$ cat src/rtl/fetch_queue_stage.sv
// ---------------------------------------------------------------------------
// fetch_queue_stage
//
// Purpose:
//   Front end of the pipeline. Owns the fetch PC, issues in-order requests to
//   a variable-latency instruction memory, buffers returned instructions in a
//   DEPTH-entry queue and hands them to decode. After a jump redirect, the
//   queue is flushed and every response still in flight is discarded.
//
// Parameters:
//   RESET_PC : PC of the first fetch after reset.
//   DEPTH    : queue entries and maximum outstanding requests (power of 2, >= 2).
//
// Ports:
//   clk, rst          : clock, synchronous active-high reset.
//   imem_req_valid    : out, fetch request this cycle.
//   imem_req_addr     : out, request address (word aligned).
//   imem_req_ready    : in,  memory accepts the request.
//   imem_resp_valid   : in,  in-order response for the oldest outstanding request.
//   imem_resp_data    : in,  returned instruction word.
//   can_jump, jump_pc : in,  redirect (flush) from a later stage and its target.
//   d_allow_in        : in,  decode can accept.
//   f_to_d_valid      : out, queue head valid for decode.
//   F_pc, f_instr     : out, PC / instruction of the queue head (0 while empty).
//   f_default_pc      : out, F_pc + 4 (0 while empty).
//
// Handshakes: a transfer happens on a cycle where valid and ready (or
// allow_in) are both high at the rising edge of clk. A producer holding valid
// keeps its payload stable until the transfer; the consumer may change its
// ready at any time.
//
// Optional feature (macro FETCH_BYPASS_EN): when the queue is empty and a live
// response arrives, it is presented to decode in the same cycle and, if decode
// accepts it, never enters the queue. Without the macro every response is
// queued first and is visible the cycle after it returns.
// ---------------------------------------------------------------------------
module fetch_queue_stage #(
    parameter logic [31:0] RESET_PC = 32'h8000_0000,
    parameter int          DEPTH    = 4
) (
    input  logic        clk,
    input  logic        rst,
    output logic        imem_req_valid,
    output logic [31:0] imem_req_addr,
    input  logic        imem_req_ready,
    input  logic        imem_resp_valid,
    input  logic [31:0] imem_resp_data,
    input  logic        can_jump,
    input  logic [31:0] jump_pc,
    input  logic        d_allow_in,
    output logic        f_to_d_valid,
    output logic [31:0] F_pc,
    output logic [31:0] f_instr,
    output logic [31:0] f_default_pc
);

    localparam int          PW      = $clog2(DEPTH);
    localparam int          CW      = PW + 1;
    localparam logic [CW:0] DEPTH_W = (CW + 1)'(DEPTH);

    // Architectural state
    logic [31:0]   r_pc;
    logic [31:0]   r_q_pc    [DEPTH];
    logic [31:0]   r_q_instr [DEPTH];
    logic [PW-1:0] r_head;
    logic [PW-1:0] r_tail;
    logic [CW-1:0] r_count;
    logic [CW-1:0] r_out;
    logic [CW-1:0] r_drop;

    // PCs of issued requests, oldest at r_if_head; popped by every response,
    // including the ones being discarded, so it stays aligned with memory.
    logic [31:0]   r_if_pc [DEPTH];
    logic [PW-1:0] r_if_head;
    logic [PW-1:0] r_if_tail;

    logic          w_empty;
    logic [CW:0]   w_occ;
    logic          w_issue;
    logic          w_resp_live;
    logic [31:0]   w_resp_pc;
    logic          w_bypass;
    logic          w_bypass_take;
    logic          w_push;
    logic          w_pop;
    logic [CW-1:0] w_out_after_resp;
    logic          w_unused_jump_lsbs;

    assign w_empty     = (r_count == '0);
    assign w_occ       = {1'b0, r_count} + {1'b0, r_out};
    assign w_resp_live = imem_resp_valid & (r_drop == '0);
    assign w_resp_pc   = r_if_pc[r_if_head];

    // Queue plus in-flight never exceeds DEPTH, so a push can never hit a
    // full queue and the in-flight PC FIFO can never overflow.
    assign imem_req_valid = ~rst & ~can_jump & (w_occ < DEPTH_W);
    assign imem_req_addr  = r_pc;
    assign w_issue        = imem_req_valid & imem_req_ready;

`ifdef FETCH_BYPASS_EN
    assign w_bypass = w_empty & w_resp_live & ~can_jump;
`else
    assign w_bypass = 1'b0;
`endif

    assign w_bypass_take = w_bypass & d_allow_in;
    assign f_to_d_valid  = (~w_empty | w_bypass) & ~can_jump;
    assign w_pop         = ~w_empty & ~can_jump & d_allow_in;
    assign w_push        = w_resp_live & ~can_jump & ~w_bypass_take;

    // No issue is possible during a redirect, so only the response matters.
    assign w_out_after_resp = r_out - CW'(imem_resp_valid);

    // Redirect targets are forced word aligned.
    assign w_unused_jump_lsbs = &jump_pc[1:0];

    // Head presentation; all zero while nothing is available.
    always_comb begin
        F_pc         = '0;
        f_instr      = '0;
        f_default_pc = '0;
        if (w_bypass) begin
            F_pc    = w_resp_pc;
            f_instr = imem_resp_data;
        end else if (!w_empty) begin
            F_pc    = r_q_pc[r_head];
            f_instr = r_q_instr[r_head];
        end
        if (w_bypass || !w_empty) begin
            f_default_pc = F_pc + 32'd4;
        end
    end

    // Control state
    always_ff @(posedge clk) begin
        if (rst) begin
            r_pc      <= RESET_PC;
            r_head    <= '0;
            r_tail    <= '0;
            r_count   <= '0;
            r_out     <= '0;
            r_drop    <= '0;
            r_if_head <= '0;
            r_if_tail <= '0;
        end else if (can_jump) begin
            r_pc    <= {jump_pc[31:2], 2'b00};
            r_head  <= '0;
            r_tail  <= '0;
            r_count <= '0;
            r_out   <= w_out_after_resp;
            // Everything still in flight after this cycle is stale.
            r_drop  <= w_out_after_resp;
            if (imem_resp_valid) begin
                r_if_head <= r_if_head + PW'(1);
            end
        end else begin
            if (w_issue) begin
                r_pc      <= r_pc + 32'd4;
                r_if_tail <= r_if_tail + PW'(1);
            end
            if (imem_resp_valid) begin
                r_if_head <= r_if_head + PW'(1);
                if (r_drop != '0) begin
                    r_drop <= r_drop - CW'(1);
                end
            end
            r_out <= r_out + CW'(w_issue) - CW'(imem_resp_valid);
            if (w_push) begin
                r_tail <= r_tail + PW'(1);
            end
            if (w_pop) begin
                r_head <= r_head + PW'(1);
            end
            r_count <= r_count + CW'(w_push) - CW'(w_pop);
        end
    end

    // Storage arrays carry no reset; validity is tracked by the pointers.
    always_ff @(posedge clk) begin
        if (w_issue) begin
            r_if_pc[r_if_tail] <= r_pc;
        end
        if (w_push) begin
            r_q_pc[r_tail]    <= w_resp_pc;
            r_q_instr[r_tail] <= imem_resp_data;
        end
    end

endmodule

$ cat config.mk
export PLATFORM = sky130hd
export DESIGN_NAME = fetch_queue_stage
export DESIGN_NICKNAME = d
export VERILOG_FILES = /design/src/rtl/fetch_queue_stage.sv
export SDC_FILE = /design/constraint.sdc
export NUM_CORES = 1
export LEC_CHECK = 0
export BUFFER_PORTS_ARGS = -buffer_cell sky130_fd_sc_hd__buf_2
export CORE_ASPECT_RATIO = 0.6
export CORE_MARGIN = 2
export CORE_UTILIZATION = 58
export DETAILED_ROUTE_END_ITERATION = 10
export MAX_ROUTING_LAYER = met4
export PLACE_DENSITY = 0.79
export SYNTH_ARGS = -nofsm -noshare
export SYNTH_HDL_FRONTEND = slang
export SYNTH_SLANG_ARGS = --single-unit
$ cat constraint.sdc
create_clock -name clk -period 3.5 [get_ports clk]
set_input_delay 0.35 -clock clk [delete_from_list [all_inputs] [get_ports clk]]
set_output_delay 0.35 -clock clk [all_outputs]
set_load 0.01 [all_outputs]
; ---- Word-level counts from Yosys, hierarchy flattened
; Memories as Yosys holds them, arrays and structs flattened. A register that Yosys moved wholly into a read port is not among the register bits.
; Cells that the tools add are included.
[classes]
addsub = 13
mul = 0
div_mod_pow = 0
n_lt_le_gt_ge = 1
n_eq_ne = 0
n_shift = 0
n_mux = 19
n_bitwise = 10
n_reduce_logical = 9
[op_table]
columns = cell, n
row1 = two-way mux 32 bit, 5
row2 = adder 32 x 3 -> 32 bit (second input constant), 2
row3 = two-way mux 2 bit, 6
row4 = two-way mux 3 bit, 4
row5 = subtractor 3 x 1 -> 3 bit, 3
row6 = adder 2 x 1 -> 2 bit (second input constant), 4
row7 = bitwise AND 1 bit, 7
row8 = adder 3 x 1 -> 3 bit, 2
row9 = zero test 3 bit, 2
row10 = nonzero test 2 bit, 3
row11 = adder 3 x 3 -> 4 bit, 1
row12 = < comparator 4 x 3 -> 1 bit (second input constant), 1
row13 = two-way mux 1 bit, 4
row14 = AND reduction 2 bit, 2
row15 = NOT 1 bit, 3
row16 = nonzero test 3 bit, 1
row17 = subtractor 3 x 1 -> 3 bit (second input constant), 1
row18 = OR reduction 2 bit, 1
[word_totals]
ff_bits = 49
latchBits = 0
ramBits = 384
mem_bits_ro = 0
output_inout_bits = 130
elab_cells = 64
mem_count = 3
[memory_table]
columns = memory, depth, word_bits, read_ports, rd_ports_with_merged_regs, write_ports, line
row1 = r_if_pc, 4, 32, 1, 1, 1, 73  ; logic [31:0] r_if_pc [DEPTH];
row2 = r_q_instr, 4, 32, 1, 1, 1, 64  ; logic [31:0] r_q_instr [DEPTH];
row3 = r_q_pc, 4, 32, 1, 1, 1, 63  ; logic [31:0] r_q_pc [DEPTH];

; ---- Logic depth before layout (Yosys ltp)
; Gate-level depths: netlist of the first run.
[logic_depth]
word_depth = 7
depth_mapped = 14
mapped_depth_nobuf = 12

; ---- Least setup slack after synthesis of the first run
; Ideal clock, no wire load.
[synth_timing]
path_type = reg2reg
start = reg r_drop[0]
end = mem r_q_instr[1][0] (enable)
setup_ns = 0.426
arrival_ns = 2.709
slack_ns = 0.364
stages_incl_launch_ff = 6
path_buffers = 0
cell_sequence = dfxtp_1 -> inv_1 -> ha_1 -> nand2b_1 -> nor3b_1 -> and2_1
[synth_between]
elab_chain_len = 5
[synth_rtl]
columns = element, line
row1 = from (decl), 69  ; logic [CW-1:0] r_drop;
row2 = from (signal assigned), 152  ; r_drop <= w_out_after_resp;
row3 = from (signal assigned), 164  ; r_drop <= r_drop - CW'(1);
row4 = zero test 3 bit, 91  ; assign w_resp_live = imem_resp_valid & (r_drop == '0);
row5 = bitwise AND 1 bit, 91
row6 = bitwise AND 1 bit, 109  ; assign w_push = w_resp_live & ~can_jump & ~w_bypass_take;
row7 = two-way mux 1 bit, 183  ; if (w_push) begin
row8 = two-way mux 1 bit (implied by the code), 185  ; r_q_instr[r_tail] <= imem_resp_data;
row9 = to (decl), 64
; No other way between the ends.

==> metrics.md, run 1 <==
| Metric | Value |
|---|---|
| Status | finished clean |
| Initial antenna violation count | 0 |
| XOR/XNOR share of the synthesized area | 2.26% |
| Syn Std Cell Area | 17400 um^2 |
| Post-synthesis mux area share | 13.2% |
| Synthesized area per cell | 16.7 um^2 |
| GRT Util Overall | 24.8% |
| Final ANT Viol Nets | 0 |
| Clk sinks | 419 |
| Nets | 1350 |
| CORE AREA | 29700 um^2 |
| Pwr Total | 0.0106 W |
| First-pass GRT wire length | 57200 um |
| Total detailed-routing wirelength | 37400 um |
| 1st-iter DRT viols | 1026 |
| CTS tree | built |
| Grt total ovfl | 0 |
| Fill count | 1925 |
| Most frequent cells in the layout | edfxtp_1, buf_2, nor2_1 |
| I/O pins | 200 |
| Cts bufs inserted | 37 |
| Vias per inst | 5.89 |
| Post-synth cell types | 53 |
| Critical path fanouts, max | 15 |
| F_max | 296 MHz |
| VDD IR max | 0.000422 V |
| Diode count | 0 |
| Die W | 228 um |
| Top cells by area, synth | edfxtp_1, mux4_2, dfxtp_1 |
| Warnings from Yosys | 0 |
| Largest family of logic cells by synthesized area | multiplexers |
| Critical Path AT | 3030 ps |
| Maxcap violations | 0 |
| Post-Syn Instances | 1040 |
| Area delta synth->final | 16.5% |
| Fraction of layout cells with a size suffix above 1 | 30.0% |
| Slew headroom | 43.9% |
| Path type of the worst setup path | flop to output port |
| Largest net degree at the start of global routing | 63 |
| Port-buffer cells | 191 |
| Adder-cell share of the synthesized area | 1.67% |
| Final Cycle Share | 96.6% |
| Simple-gate share of the synthesized area | 8.80% |
| Per-cell routed wire length | 22.1 um |
| Pins Over Slew Limit | 0 |
| Worst Hold Class | input port to flop |
| Via count | 9979 |
| Root buf cell | clkbuf_16 |
| Die Y | 138 um |
| Fin util | 68.2% |
| Clock Latency Late Sink | 530 ps |
| Final Hold Vio Count | 0 |
| Vias in the first global route | 9921 |
| Worst slew pin tran | 841 ps |
| Pwr Density | 522 nW/um^2 |
| Yosys reg bits | 419 |
| DP Wirelength | 23200 um |
| Number of enable flip-flop cells after synthesis | 368 |
| Final Critical Period | 3380 ps |
| Critical Path Start Type | flop |
| Yosys top cell area share | 63.5% |
| Most common cell after layout, fill and taps aside | edfxtp_1 |
| Drt pass-1 iters | 5 |
| Main synth FF type | edfxtp_1 |
| Leak pwr | 7.24 nW |
| Final count of negative-setup-slack endpoints | 0 |
| Worst Path Required | 3150 ps |
| Post-synthesis sequential area ratio | 69.4% |
| CTS Buffer Depth | 3 |
| Crit end category | output port |
| Remaining DRCs | 0 |
| H-Tree Depth | 2 |
| Die area | 31500 um^2 |
| Number of core rows | 49 |
| Worst-path clk slew | 60 ps |
| Yosys top cell by area | edfxtp_1 |
| Worst Skew | 16.1 ps |
| Complex-gate fraction of the synthesized area | 2.46% |
| CTS Hold Bufs | 0 |
| RD Place Congestion | 0.815 |
| Post-synthesis async set-or-reset flop share | 0% |
| Starting utilization of the core area | 58.5% |
## cell type report
cell class,count,area [um^2],area share [%]
timing repair buffer,231,1370,6.75
tap,408,510,2.52
inverter,27,101,0.500
multi-input combinational,542,4980,24.6
sequential,419,12100,59.6
clock buffer,46,1010,4.99
clock inverter,22,215,1.06
## worst max-delay path: stages, from the launching register on
cell and delay [ps]:
dfxtp_4 410, buf_16 180, mux4_2 410, nand3_1 170
nor4_4 440, nor3b_2 280, nand3_1 140, mux2_4 330
buf_2 140
## through the flow
| stage | hold slack [ps] | cells | setup WS [ps] | area [um^2] | TNS (ps) |
|---|---|---|---|---|---|
| floorplan | 449 | 1045 | 364 | 17400 | 0 |
| global placement | 482 | 1617 | 547 | 18900 | 0 |
| detailed placement | 494 | 1617 | 494 | 18900 | 0 |
| CTS | 12.0 | 1688 | 42.2 | 20200 | 0 |
| global route | 21.0 | 1695 | -4.01 | 20300 | -4.01 |
| finish | 33.1 | 1695 | 118 | 20300 | 0 |
## state kept, by name (all words and copies together) (netlist names), named ones only
signal         flops
r_head             2
r_if_tail          2
r_count            3
r_tail             2
r_if_pc          120
r_q_instr        128
r_drop             3
r_q_pc           120
imem_req_addr     30
r_out              3
r_if_head          2
## synthesized netlist by cell type, types with 2 or more instances
cell type	n
or3_1	4
nor4_1	4
mux2i_1	8
a31oi_1	7
o21a_1	3
and2_1	70
a21oi_1	27
mux2_4	2
o21ai_0	19
and3_1	3
nand4_1	25
nand2_1	45
xor2_1	24
edfxtp_1	368
nand2b_1	4
inv_1	26
a211oi_1	3
clkbuf_1	34
dfxtp_1	51
nor4_4	2
nor3_1	13
buf_12	2
buf_2	6
xnor2_1	21
buf_1	5
nand3_1	17
and4_1	3
nand4b_1	2
a222oi_1	3
fa_1	2
nor2b_1	3
a221oi_1	6
buf_4	9
mux4_2	80
ha_1	20
nor2_1	89
mux4_1	14
## final timing paths
| check | startpoint | end | slack (ps) | cells past startpoint |
|---|---|---|---|---|
| setup / recovery | flop | f_default_pc[30] | 120 | 8 |
| hold / removal | imem_resp_data[5] | r_q_instr[2][5]$_DFFE_PP_ | 30 | 1 |
| setup reg to reg | r_out[2]$_SDFF_PP0_ | r_out[2]$_SDFF_PP0_ | 720 | 12 |
| hold reg to reg | r_if_tail[1]$_SDFFE_PP0P_ | r_if_tail[1]$_SDFFE_PP0P_ | 500 | 2 |
## metal layers
metal | share of wire [%] | track usage [%]
met2 | 49 | 38.6
met1 | 42 | 34.7
met3 | 6.7 | 4.29
met4 | 2.1 | 6.23
met5 | 0 | -
## power by group
part | switching [W] | total, W | internal [W]
sequential | 0.000122 | 0.00571 | 0.00559
clock | 0.00177 | 0.00413 | 0.00236
combinational | 0.000417 | 0.000731 | 0.000314
total | 0.00231 | 0.0106 | 0.00826
## repair_timing
action                                  4_1_cts  5_1_grt
hold endpoints to repair                      0        0
pin swaps                                     0        2
resized for setup                             2        3
setup buffers                                 3        6
gates cloned                                  0        1
endpoints found under the setup margin        3        3
## cells by family (layout without fill, tap and decap cells)
family / after synthesis / count (layout)
AOI/OAI and AO/OA: 71 / 71
xor gates and xnor gates: 45 / 45
adders and majority gates: 22 / 22
buffers and inverters: 84 / 326
DFF: 419 / 419
muxes: 105 / 105
other: 1 / 6
and+or+nand+nor: 293 / 293
No activity file was read; power rests on OpenSTA's default activity.
==> inputs of run 2 (changes only) <==
==> config.mk (replaced) <==
export PLATFORM = sky130hd
export DESIGN_NAME = fetch_queue_stage
export DESIGN_NICKNAME = d
export VERILOG_FILES = /design/src/rtl/fetch_queue_stage.sv
export SDC_FILE = /design/constraint.sdc
export NUM_CORES = 1
export LEC_CHECK = 0
export CORE_ASPECT_RATIO = 0.6
export CORE_MARGIN = 2
export CORE_UTILIZATION = 60
export DETAILED_ROUTE_END_ITERATION = 10
export DONT_BUFFER_PORTS = 1
export GPL_TIMING_DRIVEN = 0
export MAX_ROUTING_LAYER = met4
export PLACE_DENSITY = 0.76
export SETUP_SLACK_MARGIN = 0.2
export SYNTH_ARGS = -nofsm -noshare
export SYNTH_HDL_FRONTEND = slang
export SYNTH_SLANG_ARGS = --single-unit
==> run 2 against run 1 <==
Effect of this change:
- critical path depth fell by 1
- global-route usage rose by 0.56 points
- fmax rose by 4.6%
- critical endpoint is now f_default_pc[8]
==> metrics.md, run 2 (synthesis results as in run 1) <==
| Metric | Value |
|---|---|
| Worst hold slack | 12.3 ps |
| Leak pwr | 6.64 nW |
| Largest net degree at the start of global routing | 45 |
| CTS tree | built |
| Die area | 30400 um^2 |
| Grt met2 use | 37.7% |
| Clock Latency Late Sink | 530 ps |
| H-Tree Depth | 2 |
| Worst-path cell chain | buf_12 > buf_12 > buf_12 > buf_4 > mux4_2 > or3_1 > a21oi_1 |
| Total detailed-routing wirelength | 37400 um |
| Via count | 9730 |
| Max reg flops | 128 |
| Final Cycle Share | 92.4% |
| FF-to-FF path depth | 14 |
| Pins Over Slew Limit | 0 |
| Final count of negative-setup-slack endpoints | 0 |
| Nets | 1246 |
| Die W | 224 um |
| Fin util | 70.2% |
| 1st-iter DRT viols | 1039 |
| Status | finished clean |
| Hold path startpoint | jump_pc[17] |
| Port-buffer cells | 0 |
| Pre-CTS setup slack | -577 ps |
| Critical Path AT | 2880 ps |
| Worst Skew | 16.2 ps |
| Initial antenna violation count | 0 |
| Cell mode on critical path | buf_12 |
| CTS Buffer Depth | 3 |
| First-pass GRT wire length | 56200 um |
| Number of core rows | 48 |
| Final worst slack | 265 ps |
| Slowest CP cell | mux4_2 |
| Most common cell after layout, fill and taps aside | edfxtp_1 |
| Vias per inst | 6.25 |
| R2r startpoint | r_out[2]$_SDFF_PP0_ |
| Worst slew pin tran | 851 ps |
| Final Critical Period | 3230 ps |
| Register with the most flip-flops | r_q_instr |
| Remaining DRCs | 0 |
| Hold Path Depth | 2 |
| Final ANT Viol Nets | 0 |
| Cts bufs inserted | 38 |
| Worst Hold Class | input port to flop |
| Vias in the first global route | 9460 |
| Die Y | 136 um |
| Diode count | 0 |
| Pwr Density | 527 nW/um^2 |
| M3 GR Usage | 6.66% |
| Path type of the worst setup path | flop to output port |
| Slew headroom | 43.3% |
| RD Place Congestion | 0.885 |
| Final instance area | 20100 um^2 |
| Biggest regs | r_q_instr (128), r_if_pc (120), r_q_pc (120) |
| Per-cell routed wire length | 24.0 um |
| Grt total ovfl | 0 |
| GRT Max-Usage Layer | met2 |
| Pwr Total | 0.0106 W |
| Critical path fanouts, max | 10 |
| Clk sinks | 419 |
| GRT Util Overall | 25.4% |
| F_max | 309 MHz |
| Met1 Usage GRT | 35.4% |
| Final Hold Vio Count | 0 |
| Most frequent cells in the layout | edfxtp_1, mux4_2, nor2_1 |
| Starting utilization of the core area | 60.8% |
| Fraction of layout cells with a size suffix above 1 | 19.8% |
| Crit end category | output port |
| Area delta synth->final | 15.5% |
| CORE AREA | 28600 um^2 |
| Worst path max stage delay | 580 ps |
| VDD IR max | 0.000478 V |
| Drt pass-1 iters | 7 |
| Root buf cell | clkbuf_16 |
| I/O pins | 200 |
| DP Wirelength | 24600 um |
| RSZ-0062 raised after global routing | true |
| Maxcap violations | 0 |
| Worst Path Required | 3150 ps |
| Worst-path clk slew | 70 ps |
| Critical Path Start Type | flop |
| Post-DP Area | 18000 um^2 |
==> run 2: cell count changes in the layout (fill, tap and decap cells not counted), moves of 10 or more <==
cell and change:
and2_4 +10, buf_2 -190, buf_4 -11, clkbuf_1 +23
dlygate4sd3_1 +51, nor2_1 -14, nor2_2 +14
==> run 2: timing repair <==
item,in CTS,in global routing
gates cloned,1,0
endpoints found under the setup margin,179,154
resized for setup,50,33
pin swaps,3,5
buffers inserted,4,8
endpoints found under the hold margin,147,0
hold buffers,51,0
==> run 2: cell type report <==
type	count	area, um^2
Buffer	57	399
Tap cell	375	469
Fill cell	1746	8550
Inverter	27	104
Clock inverter	20	198
Multi-Input combinational cell	542	5100
Clock buffer	47	1030
Timing Repair Buffer	69	727
Sequential cell	419	12100
==> run 2: worst max-delay path, delay by kind of cell (launching register included) <==
family          cells  cell delay [ps]
compound gates      1              270
mux                 1              580
flops               1              350
simple gates        1              380
buf+inv             4              730
==> run 2: path summary, 6_finish.rpt <==
kind	endpoint	slack [ps]
worst max-delay path	f_default_pc[8]	270
worst min-delay path	imem_req_addr[17]$_SDFFE_PP0P_	10
worst max register to register	r_out[2]$_SDFF_PP0_	390
worst min register to register	r_if_tail[1]$_SDFFE_PP0P_	500
==> run 2: routing by layer <==
| metal | part of all wire (%) | wire [um] |
|---|---|---|
| met1 | 43 | 15900 |
| met2 | 47 | 17400 |
| met3 | 9.0 | 3370 |
| met4 | 1.9 | 699 |
| met5 | 0 | 0 |
==> run 2: report_power, final <==
group / total, W / internal (W) / switching [W]
combinational: 0.000750 / 0.000308 / 0.000441
sequential: 0.00569 / 0.00559 / 0.000109
clock: 0.00414 / 0.00238 / 0.00176
total: 0.0106 / 0.00827 / 0.00231
==> run 2: stage by stage <==
stage,instances,setup TNS [ps]
after floorplan,1045,0
after global placement,1420,-320320
after detailed placement,1425,-19100
after CTS,1548,0
after global routing,1556,0
final,1556,0
==> inputs of run 3 (changes only) <==
--- a/config.mk
+++ b/config.mk
@@ -5,7 +5,6 @@
 export SDC_FILE = /design/constraint.sdc
 export NUM_CORES = 1
 export LEC_CHECK = 0
-export CORE_ASPECT_RATIO = 0.6
 export CORE_MARGIN = 2
 export CORE_UTILIZATION = 60
 export DETAILED_ROUTE_END_ITERATION = 10
==> run 3 against run 2 <==
Effect of this change:
- combinational power increased by 0.7%
- clock-buffer cell count is 12 higher
- hold slack gained 9.1 ps
- cell count grew 1.9%
- wire length grew 0.65%
- clock skew rose by 0.86 ps
- fmax shrank 2.8%
- non-clock buffer count is 11 higher
- die area down 0.15%
- first-iteration DRC count fell by 3.9%
- largest power group unchanged
==> metrics.md, run 3 (synthesis results as in run 1) <==
| Metric | Value |
|---|---|
| Final count of negative-setup-slack endpoints | 0 |
| Initial antenna violation count | 1 |
| Worst Path Required | 3660 ps |
| CTS tree | built |
| Number of core rows | 62 |
| First-pass GRT wire length | 57700 um |
| Final Critical Period | 3330 ps |
| CORE AREA | 28600 um^2 |
| Sequential Area | 12100 um^2 |
| Final Hold Vio Count | 0 |
| Vias in the first global route | 9973 |
| Nets | 1261 |
| H-Tree Depth | 2 |
| Pwr Total | 0.0107 W |
| Die W | 174 um |
| Per-cell routed wire length | 23.7 um |
| Worst Hold Class | input port to flop |
| Final ANT Viol Nets | 0 |
| Biggest regs | r_q_instr (128), r_if_pc (120), r_q_pc (120) |
| GRT Max-Usage Layer | met2 |
| I/O pins | 200 |
| Maxcap violations | 0 |
| Most common cell after layout, fill and taps aside | edfxtp_1 |
| Die Y | 174 um |
| 1st-iter DRT viols | 998 |
| Pwr Density | 529 nW/um^2 |
| Critical Path AT | 3490 ps |
| Cts bufs inserted | 42 |
| Most frequent cells in the layout | edfxtp_1, mux4_2, nor2_1 |
| VDD IR max | 0.000305 V |
| Via count | 9789 |
| Final Cycle Share | 95.1% |
| Die area | 30400 um^2 |
| Pre-CTS setup slack | -844 ps |
| Fill count | 1746 |
| Crit end category | flop |
| Final worst slack | 171 ps |
| Clock Latency Late Sink | 540 ps |
| Worst Skew | 17.1 ps |
| Multi-input logic area | 5060 um^2 |
| Leak pwr | 6.73 nW |
| Worst slew pin tran | 1040 ps |
| Critical path fanouts, max | 30 |
| Worst-path clk slew | 60 ps |
| Slew headroom | 30.3% |
| DP Wirelength | 24000 um |
| Remaining DRCs | 0 |
| Largest net degree at the start of global routing | 55 |
| Register with the most flip-flops | r_q_instr |
| M3 GR Usage | 4.55% |
| Max reg flops | 128 |
| Path type of the worst setup path | flop to flop |
| Fin util | 70.8% |
| Root buf cell | clkbuf_16 |
| Status | finished clean |
| Grt met2 use | 42.3% |
| GRT Util Overall | 26.0% |
| Area delta synth->final | 16.4% |
| Port-buffer cells | 0 |
| Grt total ovfl | 0 |
| RD Place Congestion | 0.889 |
| Starting utilization of the core area | 60.8% |
| Pins Over Slew Limit | 0 |
| Vias per inst | 6.17 |
| Fraction of layout cells with a size suffix above 1 | 19.8% |
| F_max | 300 MHz |
| Critical Path Start Type | flop |
| RSZ-0062 raised after global routing | true |
| Clk sinks | 419 |
| Met1 Usage GRT | 33.4% |
| CTS Buffer Depth | 3 |
| Total detailed-routing wirelength | 37700 um |
| Drt pass-1 iters | 5 |
run 3: changes by cell type in the layout (fill, tap and decap cells not counted), moves of 3 or more:
| cell | previous run | this run |
|---|---|---|
| buf_4 | 21 | 31 |
| clkbuf_16 | 40 | 49 |
| clkbuf_1 | 29 | 37 |
| and2_2 | 0 | 4 |
| and2_4 | 10 | 6 |
| clkinv_2 | 10 | 6 |
| buf_2 | 1 | 4 |
| buf_8 | 3 | 0 |
run 3: final timing paths:
path,start,to,slack [ps],cells past startpoint
worst max-delay path,r_out[2]$_SDFF_PP0_,r_if_pc[0][25]$_DFFE_PP_,170,7
worst min-delay path,jump_pc[20],imem_req_addr[20]$_SDFFE_PP0P_,20,2
worst max register to register,r_out[2]$_SDFF_PP0_,r_if_pc[0][25]$_DFFE_PP_,170,7
worst min register to register,r_if_tail[1]$_SDFFE_PP0P_,r_if_tail[1]$_SDFFE_PP0P_,490,2
run 3: layout make-up:
| class | instances | area share [%] |
|---|---|---|
| Inverter | 27 | 0.512 |
| Tap cell | 384 | 2.37 |
| Sequential cell | 419 | 59.6 |
| Timing Repair Buffer | 80 | 3.95 |
| Antenna cell | 1 | 0.0123 |
| Clock inverter | 17 | 0.648 |
| Clock buffer | 59 | 5.87 |
| Multi-Input combinational cell | 542 | 25.0 |
| Buffer | 57 | 2.07 |
run 3: report_power, final:
group          internal (W)  switching (W)  leakage, nW
clock               0.00251        0.00176        0.640
sequential          0.00559       0.000109         3.78
combinational      0.000316       0.000438         2.31
total               0.00842        0.00231         6.73
run 3: critical path, cell delays in order (launching register included):
cell and delay [ps]:
dfxtp_1 400, ha_1 260, nor3_1 160, and4_1 210
clkbuf_4 200, clkbuf_1 430, clkbuf_1 470, and2_2 790
run 3: layer usage:
metal	part of all wire, %	vias to the layer above
met5	0	-
met4	3.2	0
met3	8.5	84
met2	49	499
met1	39	4924
li1	-	4282
run 3: through the flow:
| stage | area, um^2 | std cells | hold WS (ps) | setup TNS (ps) |
|---|---|---|---|---|
| after floorplan | 17400 | 1045 | 449 | 0 |
| after global placement | 17900 | 1429 | 449 | -283800 |
| after detailed placement | 18000 | 1434 | 449 | -9130 |
| after CTS | 20100 | 1576 | 3.74 | 0 |
| after global routing | 20300 | 1586 | 8.95 | 0 |
| final | 20300 | 1586 | 21.4 | 0 |
run 3: what timing repair did:
| item | 4_1_cts | 5_1_grt |
|---|---|---|
| buffers inserted | 12 | 9 |
| cloned | 1 | 0 |
| endpoints found under the hold margin | 149 | 0 |
| gates resized for setup | 52 | 15 |
| pin swaps | 7 | 4 |
| hold buffers | 53 | 0 |
| setup endpoints to repair | 197 | 139 |
